===== src/rtl/debounce_pkg.sv =====
// -----------------------------------------------------------------------------
// debounce_pkg
// Shared types and default constants for the push-button front end that feeds
// the 3-bit T-flip-flop counter.
//   db_state_t          : debounce / auto-repeat FSM state encoding
//   DB_SYNC_STAGES      : default synchroniser depth
//   DB_DEBOUNCE_CYCLES  : default stable-sample count to accept press/release
//   DB_REPEAT_DELAY     : default cycles from first step to first repeat step
//   DB_REPEAT_PERIOD    : default cycles between repeat steps
// -----------------------------------------------------------------------------
package debounce_pkg;

    typedef enum logic [2:0] {
        ST_IDLE,
        ST_PRESS_WAIT,
        ST_HELD,
        ST_REPEAT,
        ST_RELEASE_WAIT
    } db_state_t;

    localparam int unsigned DB_SYNC_STAGES     = 2;
    localparam int unsigned DB_DEBOUNCE_CYCLES = 4;
    localparam int unsigned DB_REPEAT_DELAY    = 16;
    localparam int unsigned DB_REPEAT_PERIOD   = 4;

endpackage : debounce_pkg


===== src/rtl/bit_synchronizer.sv =====
// -----------------------------------------------------------------------------
// bit_synchronizer
// N-flop synchroniser for a single asynchronous input bit.
//   clk    : rising-edge clock
//   reset  : asynchronous, active-low reset (all flops cleared)
//   d_i    : asynchronous input
//   q_o    : synchronised output, STAGES clock edges behind d_i
// STAGES must be 2 or more.
// -----------------------------------------------------------------------------
module bit_synchronizer #(
    parameter int unsigned STAGES = 2
) (
    input  logic clk,
    input  logic reset,
    input  logic d_i,
    output logic q_o
);

    logic [STAGES-1:0] sync_q;

    always_ff @(posedge clk or negedge reset) begin
        if (!reset) begin
            sync_q <= '0;
        end else begin
            sync_q <= {sync_q[STAGES-2:0], d_i};
        end
    end

    assign q_o = sync_q[STAGES-1];

endmodule : bit_synchronizer


===== src/rtl/debounce_step_gen.sv =====
// -----------------------------------------------------------------------------
// debounce_step_gen
// Turns a raw, bouncing push-button into clean single-cycle step pulses for the
// stage-0 toggle enable of the 3-bit T-flip-flop counter, with optional
// auto-repeat while the button is held.
//   clk           : rising-edge clock
//   reset         : asynchronous, active-low reset
//   btn_raw       : raw asynchronous button level (may bounce)
//   en            : synchronous enable; gates step and freezes repeat counting,
//                   level tracking continues regardless
//   step          : registered single-cycle toggle request
//   btn_level     : registered debounced button level
//   repeat_active : high while the FSM is in REPEAT
// -----------------------------------------------------------------------------
module debounce_step_gen
    import debounce_pkg::*;
#(
    parameter int unsigned SYNC_STAGES     = DB_SYNC_STAGES,
    parameter int unsigned DEBOUNCE_CYCLES = DB_DEBOUNCE_CYCLES,
    parameter int unsigned REPEAT_DELAY    = DB_REPEAT_DELAY,
    parameter int unsigned REPEAT_PERIOD   = DB_REPEAT_PERIOD,
    parameter int unsigned CNT_W           = 8
) (
    input  logic clk,
    input  logic reset,
    input  logic btn_raw,
    input  logic en,
    output logic step,
    output logic btn_level,
    output logic repeat_active
);

    localparam logic [CNT_W-1:0] DEB_C  = CNT_W'(DEBOUNCE_CYCLES);
    localparam logic [CNT_W-1:0] RD_C   = CNT_W'(REPEAT_DELAY);
    localparam logic [CNT_W-1:0] RP_C   = CNT_W'(REPEAT_PERIOD);
    localparam logic [CNT_W-1:0] ONE_C  = CNT_W'(1);
    localparam logic REPEAT_EN          = (REPEAT_DELAY != 0);
    // With a single-sample debounce the first differing sample already
    // completes the press/release, so the wait states are skipped.
    localparam logic FIRST_SAMPLE_DONE  = (DEBOUNCE_CYCLES <= 1);

    logic             btn_s;
    db_state_t        state_q;
    logic [CNT_W-1:0] cnt_q;
    logic [CNT_W-1:0] cnt_inc;
    logic             step_q;
    logic             level_q;
    logic             rep_q;
    logic             deb_done;
    logic             hold_due;

    bit_synchronizer #(
        .STAGES (SYNC_STAGES)
    ) u_sync (
        .clk   (clk),
        .reset (reset),
        .d_i   (btn_raw),
        .q_o   (btn_s)
    );

    // Saturating increment and the two threshold tests derived from it.
    // hold_due compares against the delay in HELD and the period in REPEAT.
    always_comb begin
        cnt_inc  = (cnt_q == '1) ? cnt_q : cnt_q + ONE_C;
        deb_done = (cnt_inc >= DEB_C);
        hold_due = (cnt_inc == ((state_q == ST_REPEAT) ? RP_C : RD_C));
    end

    always_ff @(posedge clk or negedge reset) begin
        if (!reset) begin
            state_q <= ST_IDLE;
            cnt_q   <= '0;
            step_q  <= 1'b0;
            level_q <= 1'b0;
            rep_q   <= 1'b0;
        end else begin
            step_q <= 1'b0;
            case (state_q)
                ST_IDLE: begin
                    if (btn_s) begin
                        if (FIRST_SAMPLE_DONE) begin
                            state_q <= ST_HELD;
                            level_q <= 1'b1;
                            step_q  <= en;
                            cnt_q   <= '0;
                        end else begin
                            state_q <= ST_PRESS_WAIT;
                            cnt_q   <= ONE_C;
                        end
                    end
                end

                ST_PRESS_WAIT: begin
                    if (!btn_s) begin
                        state_q <= ST_IDLE;
                        cnt_q   <= '0;
                    end else if (deb_done) begin
                        state_q <= ST_HELD;
                        level_q <= 1'b1;
                        step_q  <= en;
                        cnt_q   <= '0;
                    end else begin
                        cnt_q <= cnt_inc;
                    end
                end

                ST_HELD: begin
                    // A low sample is checked first so a release always beats
                    // a step falling due on the same edge.
                    if (!btn_s) begin
                        if (FIRST_SAMPLE_DONE) begin
                            state_q <= ST_IDLE;
                            level_q <= 1'b0;
                            cnt_q   <= '0;
                        end else begin
                            state_q <= ST_RELEASE_WAIT;
                            cnt_q   <= ONE_C;
                        end
                    end else if (en && REPEAT_EN) begin
                        if (hold_due) begin
                            state_q <= ST_REPEAT;
                            rep_q   <= 1'b1;
                            step_q  <= 1'b1;
                            cnt_q   <= '0;
                        end else begin
                            cnt_q <= cnt_inc;
                        end
                    end
                end

                ST_REPEAT: begin
                    if (!btn_s) begin
                        rep_q <= 1'b0;
                        if (FIRST_SAMPLE_DONE) begin
                            state_q <= ST_IDLE;
                            level_q <= 1'b0;
                            cnt_q   <= '0;
                        end else begin
                            state_q <= ST_RELEASE_WAIT;
                            cnt_q   <= ONE_C;
                        end
                    end else if (en) begin
                        if (hold_due) begin
                            step_q <= 1'b1;
                            cnt_q  <= '0;
                        end else begin
                            cnt_q <= cnt_inc;
                        end
                    end
                end

                ST_RELEASE_WAIT: begin
                    // A high sample before the release is confirmed goes back
                    // to HELD with a fresh delay and no step.
                    if (btn_s) begin
                        state_q <= ST_HELD;
                        cnt_q   <= '0;
                    end else if (deb_done) begin
                        state_q <= ST_IDLE;
                        level_q <= 1'b0;
                        cnt_q   <= '0;
                    end else begin
                        cnt_q <= cnt_inc;
                    end
                end

                default: begin
                    state_q <= ST_IDLE;
                    cnt_q   <= '0;
                    level_q <= 1'b0;
                    rep_q   <= 1'b0;
                end
            endcase
        end
    end

    assign step          = step_q;
    assign btn_level     = level_q;
    assign repeat_active = rep_q;

endmodule : debounce_step_gen


===== config.mk =====
export PLATFORM = sky130hd
export DESIGN_NAME = debounce_step_gen
export DESIGN_NICKNAME = d
export VERILOG_FILES = /design/src/rtl/debounce_pkg.sv /design/src/rtl/bit_synchronizer.sv /design/src/rtl/debounce_step_gen.sv
export SDC_FILE = /design/constraint.sdc
export NUM_CORES = 1
export LEC_CHECK = 0
export CAP_MARGIN = 20
export CORE_UTILIZATION = 41
export CTS_BUF_LIST = sky130_fd_sc_hd__clkbuf_8
export CTS_CLUSTER_DIAMETER = 60
export DETAILED_ROUTE_END_ITERATION = 8
export GPL_ROUTABILITY_DRIVEN = 0
export GPL_TIMING_DRIVEN = 0
export PLACE_DENSITY = 0.69
export SLEW_MARGIN = 20
export SYNTH_ARGS = -nofsm -noshare
export SYNTH_HDL_FRONTEND = slang
export SYNTH_SLANG_ARGS = --single-unit

===== constraint.sdc =====
create_clock -name clk -period 2.2 [get_ports clk]
set_input_delay 0.33 -clock clk [delete_from_list [all_inputs] [get_ports clk]]
set_output_delay 0.33 -clock clk [all_outputs]
set_load 0.005 [all_outputs]

==> results.ini, run 1 <==
[synth]
synthMuxAreaShare = 0.0212
yosysSeqAreaShare = 0.340
synth_nets = 138
ys_top_cells_by_area = dfrtp_1 34%, a21oi_1 5.5%, nand2_1 3.5%
avgSynthCellArea_um2 = 8.86
synthXorXnorAreaFrac = 0.0223
ys.flop_type = dfrtp_1
synth_compound_area_frac = 0.266
synth_fa_ha_area_frac = 0.0106
synth.cell_area_um2 = 1180
ys_ff_latch = 16
ys_warn_count = 0
synth_top_family_by_area = simple AND/OR/NAND/NOR gates
netlist_instances = 133
netlist.area_leader.share = 0.340
ys_types = 54
ys_async_sr_fraction = 1.00
synth_edf_count = 0
synth_area_leader_cell = dfrtp_1
synth-simple-area-share = 0.274

[final_layout]
layout_commonest_cell = dfrtp_1
diodes = 0
nFillCells = 248
nets = 153
layout-area-overhead-vs-synth_pct = 16.7
layout_common_cells = 14 x dfrtp_1, 13 x a21oi_1, 11 x nand2_1, 9 x nor2_1, 7 x inv_1
drive_gt1_frac = 0.226
regArea_um2 = 403
multi_input_area_um2 = 721

[power_and_ir_drop]
combPwrFrac = 0.502
power.internal_uw = 717
power_density_nw_per_um2 = 870
power_frac_seq = 0.317
clock_power_share = 0.181
p_leak_nw = 0.534
p_sw_uw = 479
swShare = 0.401
ir_drop_mv = 0.596

[drt]
routed_via_density = 6.18
vias = 1094
drtPass1Iterations = 4
drc = 0
ant_nets = 0
totalWireLength_um = 2750
avgRoutedWirePerCell_um = 15.5
initialDrtViolationCount = 43

[die]
dieHeight_um = 55.6
die_area_um2 = 3090
die_w_um = 55.6
ioPinCount = 7
core-area_um2 = 2730
rows = 19
initial_core_util = 0.431

[clocking]
cts_made_buffers = 3
htreeDepth = 1
cts.sinks = 16
path_clk_slew_ns = 0.06
cts_hold_buf = 0
clkLatencyLatePin_ns = 0.25
cts_tree = built
clock-root-buffer = clkbuf_8
cts_max_path_buffers = 2

[setup_path]
reg2reg_from = cnt_q[1]
cp_max_fo = 8
required_ns = 2.33
reg2reg_setup_slack_ns = 0.09
r2r_cells = 8
r2r_end = repeat_active
arrival_ns = 2.24
endpoint_kind = flop
crit_type = flop to flop
start_kind = flop

[hold_path]
whs_path_depth = 0
hp-class = flop to flop
worstHoldEndpoint = u_sync.sync_q[1]
hold_path.startpoint = u_sync.sync_q[0]

[sta]
worstMarginPinSlew_ns = 0.748
max_freq_mhz = 475
finalCritPeriodShare = 0.957
fin_worst_skew_ns = 0.00191
hold_slack_ns = 0.356
rsz0062_at_grt = no
fin_crit_ns = 2.11
drv_slew = 0
hold_viol = 0
finalSetupViolations = 0
slew_headroom = 0.500
setup_slack_ns = 0.0942

[run]
drv_cap = 0

[global_routing]
gr-total-overflow = 0
grt_pass1_wl_um = 4550
antenna_found_initial = 0
grt_usage = 0.188
grt_pass1_vias = 1019
grt_max_degree = 17

[outcome]
status = completed

[placement]
place_hpwl_um = 1930
place_worst_setup_slack_ns = -0.141
numPortBuffers = 6

-- metal layers --
layer,wire (um),global-route usage,vias to the layer above
met5,0,0,-
met4,75,0.107,0
met3,116,0.0302,9
met2,1330,0.308,31
met1,1230,0.235,532
li1,-,-,522
-- synthesized netlist by cell type, types with 3 or more instances --
| cell | number |
|---|---|
| a21oi_1 | 13 |
| a31oi_1 | 6 |
| buf_2 | 5 |
| clkbuf_1 | 4 |
| dfrtp_1 | 16 |
| inv_1 | 7 |
| nand2_1 | 11 |
| nand3_1 | 5 |
| nand3b_1 | 3 |
| nand4_1 | 3 |
| nor2_1 | 9 |
| or2_1 | 3 |
-- cell families after synthesis --
| logic type | after synthesis |
|---|---|
| AOI/OAI and AO/OA | 42 |
| xor gates and xnor gates | 3 |
| adders and majority gates | 1 |
| buffers and inverters | 17 |
| DFF | 16 |
| muxes | 2 |
| and+or+nand+nor | 52 |
-- worst max-delay path: stages, from the launching register on --
cell,delay [ns]
dfrtp_2,0.42
ha_1,0.16
buf_2,0.20
and4_1,0.29
nand2b_2,0.15
a31o_2,0.30
o211ai_4,0.14
nor4_2,0.07
o221a_1,0.25
-- power by group through the flow --
stage	clock network (mW)	logic (mW)	registers (mW)
after detailed placement	0	0.532	0.387
final	0.216	0.601	0.379
after global routing	0.235	0.653	0.384
after global placement	0	0.527	0.385
after CTS	0.225	0.534	0.384
after floorplan	0	0.413	0.379
-- cell type report --
class / instances / area share
plain buffers: 9 / 0.0346
clock buffers: 3 / 0.0300
inverters: 7 / 0.0191
multi-input cells: 100 / 0.524
flip-flops and latches: 16 / 0.293
well taps: 31 / 0.0282
repair buffers: 11 / 0.0710
-- per-stage QoR --
step                      setup TNS, ns  power, mW   util  instance area [um2]  std cells
after floorplan                       0      0.792      -                 1180        133
after global routing                  0       1.27  0.503                 1380        177
after global placement           -0.176      0.912  0.467                 1280        170
final                                 0       1.20  0.503                 1380        177
after CTS                             0       1.14  0.485                 1330        173
after detailed placement         -0.239      0.919  0.467                 1280        170
-- flip-flops by register name, summed over array words and instances, names as in the netlist --
| signal | cells |
|---|---|
| state_q | 3 |
| btn_level | 1 |
| cnt_q | 8 |
| repeat_active | 1 |
| step | 1 |
| u_sync.sync_q | 2 |
-- timing repair --
item                                    4_1_cts  5_1_grt
endpoints found under the setup margin        4        6
gates cloned                                  0        0
hold endpoints to repair                      0        0
pin swaps                                     1        2
setup buffers                                 1        4
resized for setup                             3        5
-- worst max path at each step --
stage,start,endpoint,slack [ns]
floorplan,cnt_q[0],repeat_active,0.15
finish,cnt_q[1],repeat_active,0.09
CTS,cnt_q[0],repeat_active,0.007
global route,cnt_q[1],step,0.02
detailed placement,cnt_q[0],repeat_active,-0.14
global placement,cnt_q[0],repeat_active,-0.12
(Power assumes the default switching activity.)
==> run 2: changes to the inputs <==
- CORE_UTILIZATION: 41 -> 50
- HOLD_SLACK_MARGIN: not set -> 0.03
- PLACE_DENSITY: 0.69 -> 0.77
- clock period: 2.2 -> 2.6 ns (I/O delays scaled with it)
==> run 2 against run 1 <==
Clock skew rose by 0.0048 ns. Maximum frequency down 11%. Sequential cell count did not move. Setup slack gained 0.14 ns. Largest power group unchanged. Highest routed layer unchanged.
==> results.ini, run 2 (synthesis gave the netlist of run 1 again) <==
[outcome]
status = completed  ; unchanged

[drt]
routed_via_density = 6.26  ; was 6.18
avgRoutedWirePerCell_um = 15.7  ; was 15.5 um
totalWireLength_um = 2680  ; was 2750 um
drtPass1Iterations = 4  ; unchanged
drc = 0  ; unchanged
ant_nets = 0  ; unchanged
initialDrtViolationCount = 49  ; was 43
vias = 1071  ; was 1094

[sta]
slew_headroom = 0.504  ; was 0.500
finalCritPeriodShare = 0.910  ; was 0.957
tns_ns = 0  ; unchanged
rsz0062_at_grt = no  ; unchanged
drv_slew = 0  ; unchanged
worstMarginPinSlew_ns = 0.741  ; was 0.748 ns
fin_worst_skew_ns = 0.00672  ; was 0.00191 ns
fin_crit_ns = 2.37  ; was 2.11 ns
finalSetupViolations = 0  ; unchanged
hold_viol = 0  ; unchanged
max_freq_mhz = 423  ; was 475 MHz

[die]
die_area_um2 = 2560  ; was 3090 um2
rows = 17  ; was 19
die_w_um = 50.6  ; was 55.6 um
ioPinCount = 7  ; unchanged
dieHeight_um = 50.6  ; was 55.6 um
core-area_um2 = 2210  ; was 2730 um2
initial_core_util = 0.533  ; was 0.431

[power_and_ir_drop]
p_leak_nw = 0.520  ; was 0.534 nW
ir_drop_mv = 0.601  ; was 0.596 mV
power_density_nw_per_um2 = 760  ; was 870 nW/um2

[run]
drv_cap = 0  ; unchanged

[setup_path]
arrival_ns = 2.56  ; was 2.24 ns
crit_type = flop to flop  ; unchanged
start_kind = flop  ; unchanged
reg2reg_setup_slack_ns = 0.23  ; was 0.09 ns
endpoint_kind = flop  ; unchanged
required_ns = 2.79  ; was 2.33 ns
cp_max_fo = 8  ; unchanged

[clocking]
cts.sinks = 16  ; unchanged
htreeDepth = 1  ; unchanged
cts_max_path_buffers = 2  ; unchanged
cts_hold_buf = 0  ; unchanged
cts_made_buffers = 3  ; unchanged
clock-root-buffer = clkbuf_8  ; unchanged
postCtsSetupRepairBufs = 0  ; was 1
clkLatencyLatePin_ns = 0.25  ; about the same
cts_resized = 0  ; was 3
path_clk_slew_ns = 0.06  ; about the same
cts_tree = built  ; unchanged

[global_routing]
gr-total-overflow = 0  ; unchanged
grt_pass1_wl_um = 4670  ; was 4550 um
antenna_found_initial = 0  ; unchanged
grt_pass1_vias = 1055  ; was 1019
grt_max_degree = 17  ; unchanged
grt_usage = 0.247  ; was 0.188

[final_layout]
largest_register_ffs = 8  ; unchanged
layout_commonest_cell = dfrtp_1  ; unchanged
diodes = 0  ; unchanged
fin_cells = 171  ; was 177
layout-area-overhead-vs-synth_pct = 12.7  ; was 16.7%
utilization = 0.601  ; was 0.503
reg_top3 = cnt_q: 8 flops, state_q: 3 flops, u_sync.sync_q: 2 flops  ; unchanged
drive_gt1_frac = 0.161  ; was 0.226
layout_common_cells = 16 x dfrtp_1, 13 x a21oi_1, 11 x nand2_1, 9 x nor2_1, 7 x inv_1  ; was 14 x dfrtp_1, 13 x a21oi_1, 11 x nand2_1, 9 x nor2_1, 7 x inv_1
nets = 149  ; was 153
largest-register = cnt_q  ; unchanged

[placement]
place_hpwl_um = 1920  ; was 1930 um
numPortBuffers = 6  ; unchanged
dp.cells = 167  ; was 170

[hold_path]
hp-class = flop to flop  ; unchanged

run 2: path summary, 6_finish.rpt:
kind	startpoint	cells past startpoint	to
max	cnt_q[0]	9	repeat_active
min reg2reg	u_sync.sync_q[0]	0	u_sync.sync_q[1]
min in group asynchronous	reset	1	cnt_q[2]
min	u_sync.sync_q[0]	0	u_sync.sync_q[1]
max reg2reg	cnt_q[0]	9	repeat_active
max in group asynchronous	reset	1	cnt_q[5]
run 2: critical path: stages (launching register included):
cell and delay [ns]:
dfrtp_1 0.48, ha_1 0.23, buf_2 0.17, and4_1 0.24, nand2b_1 0.08, clkbuf_1 0.29
a31o_2 0.24, o211ai_4 0.13, nor4_2 0.23, o221a_1 0.21
run 2: power breakdown:
part	leakage [nW]	switching, mW	total (mW)	internal (mW)
logic	0.282	0.284	0.466	0.182
registers	0.209	0.0345	0.325	0.290
clock network	0.0288	0.0854	0.220	0.134
run 2: metal layers:
| layer | part of all wire | routed length [um] | track usage |
|---|---|---|---|
| met5 | 0 | 0 | 0 |
| met3 | 0.053 | 141 | 0.0333 |
| met4 | 0.014 | 38 | 0.134 |
| met2 | 0.47 | 1260 | 0.369 |
| met1 | 0.46 | 1240 | 0.344 |
run 2: final cells by class:
class | instances | area (um2)
timing repair buffer | 6 | 60.1
clock buffer | 4 | 55.1
fill | 189 | 883
buffer | 10 | 51.3
multi-input combinational | 100 | 701
sequential | 16 | 400
inverter | 7 | 26.3
tap | 28 | 35.0
run 2: per-stage QoR:
stage               hold slack (ns)  total power, mW  setup WS (ns)  area, um2
floorplan                    0.0944            0.670          0.553       1180
global placement              0.347            0.767          0.296       1270
detailed placement            0.342            0.781          0.302       1270
CTS                           0.365             1.01          0.264       1330
global route                  0.370             1.08         0.0857       1330
finish                        0.362             1.01          0.235       1330
==> run 3: changes to the inputs <==
- MAX_ROUTING_LAYER: not set -> met4
==> run 3 against run 2 <==
Clock-buffer cell count is the same. Die area unchanged. Design area did not move. Setup slack barely moved. Maximum frequency is the same. Clock skew about the same. Global-route usage grew 0.68 points. Sequential share of layout area stayed put. Clock power is essentially flat. Critical path depth unchanged. Largest power group unchanged. Highest routed layer unchanged.
==> results.ini, run 3 (synthesis gave the netlist of run 1 again) <==
[die]
initial_core_util = 0.533  ; unchanged
dieHeight_um = 50.6  ; unchanged
core-area_um2 = 2210  ; unchanged
die_w_um = 50.6  ; unchanged
die_area_um2 = 2560  ; unchanged
rows = 17  ; unchanged
ioPinCount = 7  ; unchanged

[hold_path]
hp-class = flop to flop  ; unchanged

[global_routing]
gr-total-overflow = 0  ; unchanged
grt_pass1_vias = 1055  ; unchanged
antenna_found_initial = 0  ; unchanged
grt_max_degree = 17  ; unchanged
grt_pass1_wl_um = 4680  ; was 4670 um
grt_usage = 0.254  ; was 0.247

[final_layout]
layout_commonest_cell = dfrtp_1  ; unchanged
largest_register_ffs = 8  ; unchanged
reg_top3 = cnt_q: 8 flops, state_q: 3 flops, u_sync.sync_q: 2 flops  ; unchanged
layout-area-overhead-vs-synth_pct = 12.7  ; unchanged
largest-register = cnt_q  ; unchanged
fin_cells = 171  ; unchanged
nets = 149  ; unchanged
diodes = 0  ; unchanged
drive_gt1_frac = 0.161  ; unchanged
layout_common_cells = 16 x dfrtp_1, 13 x a21oi_1, 11 x nand2_1, 9 x nor2_1, 7 x inv_1  ; unchanged

[sta]
finalCritPeriodShare = 0.910  ; about the same
fin_crit_ns = 2.37  ; about the same
drv_slew = 0  ; unchanged
worstMarginPinSlew_ns = 0.741  ; about the same
tns_ns = 0  ; unchanged
slew_headroom = 0.504  ; about the same
rsz0062_at_grt = no  ; unchanged
fin_worst_skew_ns = 0.00672  ; about the same
finalSetupViolations = 0  ; unchanged
max_freq_mhz = 423  ; unchanged
hold_viol = 0  ; unchanged

[clocking]
cts_tree = built  ; unchanged
cts_made_buffers = 3  ; unchanged
clkLatencyLatePin_ns = 0.25  ; about the same
htreeDepth = 1  ; unchanged
postCtsSetupRepairBufs = 0  ; unchanged
cts_max_path_buffers = 2  ; unchanged
clock-root-buffer = clkbuf_8  ; unchanged
cts_resized = 0  ; unchanged
cts.sinks = 16  ; unchanged
path_clk_slew_ns = 0.06  ; about the same
cts_hold_buf = 0  ; unchanged

[drt]
ant_nets = 0  ; unchanged
vias = 1071  ; unchanged
drtPass1Iterations = 4  ; unchanged
drc = 0  ; unchanged
totalWireLength_um = 2680  ; unchanged
initialDrtViolationCount = 49  ; unchanged
routed_via_density = 6.26  ; unchanged
avgRoutedWirePerCell_um = 15.7  ; unchanged

[power_and_ir_drop]
power_density_nw_per_um2 = 760  ; unchanged
p_leak_nw = 0.520  ; unchanged
finalPower_mw = 1.01  ; unchanged
ir_drop_mv = 0.601  ; unchanged

[placement]
numPortBuffers = 6  ; unchanged
place_hpwl_um = 1920  ; unchanged
dp.cells = 167  ; unchanged

[setup_path]
arrival_ns = 2.56  ; about the same
cp_max_fo = 8  ; unchanged
start_kind = flop  ; unchanged
required_ns = 2.79  ; about the same
crit_type = flop to flop  ; unchanged
endpoint_kind = flop  ; unchanged

[outcome]
status = completed  ; unchanged

[run]
drv_cap = 0  ; unchanged

-- run 3: cell counts in the layout (fill, tap and decap cells not counted) --
Identical to the previous run, type by type.
-- run 3: layer usage --
metal / GRT usage / routed length [um] / vias to the layer above
met5: - / 0 / -
met3: 0.0333 / 141 / 5
met2: 0.369 / 1260 / 41
li1: - / - / 514
met1: 0.344 / 1240 / 511
met4: 0.134 / 38 / 0
-- run 3: path summary, 6_finish.rpt --
path | endpoint | slack [ns] | depth (start not counted) | from
max | repeat_active | 0.23 | 9 | cnt_q[0]
min | u_sync.sync_q[1] | 0.36 | 0 | u_sync.sync_q[0]
max reg2reg | repeat_active | 0.23 | 9 | cnt_q[0]
min reg2reg | u_sync.sync_q[1] | 0.36 | 0 | u_sync.sync_q[0]
max in group asynchronous | state_q[2] | 1.56 | 1 | reset
min in group asynchronous | cnt_q[2] | 0.58 | 1 | reset
-- run 3: critical path, cell delays in order (launching register included) --
cell and delay (ns):
dfrtp_1 0.48, ha_1 0.23, buf_2 0.17, and4_1 0.24
nand2b_1 0.08, clkbuf_1 0.29, a31o_2 0.24, o211ai_4 0.13
nor4_2 0.23, o221a_1 0.21
-- run 3: power breakdown --
part,internal [mW],total [mW],switching [mW]
clock,0.134,0.220,0.0854
combinational,0.182,0.466,0.284
sequential,0.290,0.325,0.0345
-- run 3: layout make-up --
class                   instances  area (um2)
plain buffers                  10        51.3
clock buffers                   4        55.1
fillers                       189         883
inverters                       7        26.3
multi-input cells             100         701
flip-flops and latches         16         400
well taps                      28        35.0
repair buffers                  6        60.1
-- run 3: stage by stage --
stage          setup slack, ns   util  cell area [um2]  hold slack, ns
2_1_floorplan            0.553      -             1180          0.0944
3_3_place_gp             0.296  0.576             1270           0.347
3_5_place_dp             0.302  0.576             1270           0.342
4_1_cts                  0.264  0.601             1330           0.365
5_1_grt                 0.0857  0.601             1330           0.370
6_report                 0.235  0.601             1330           0.362
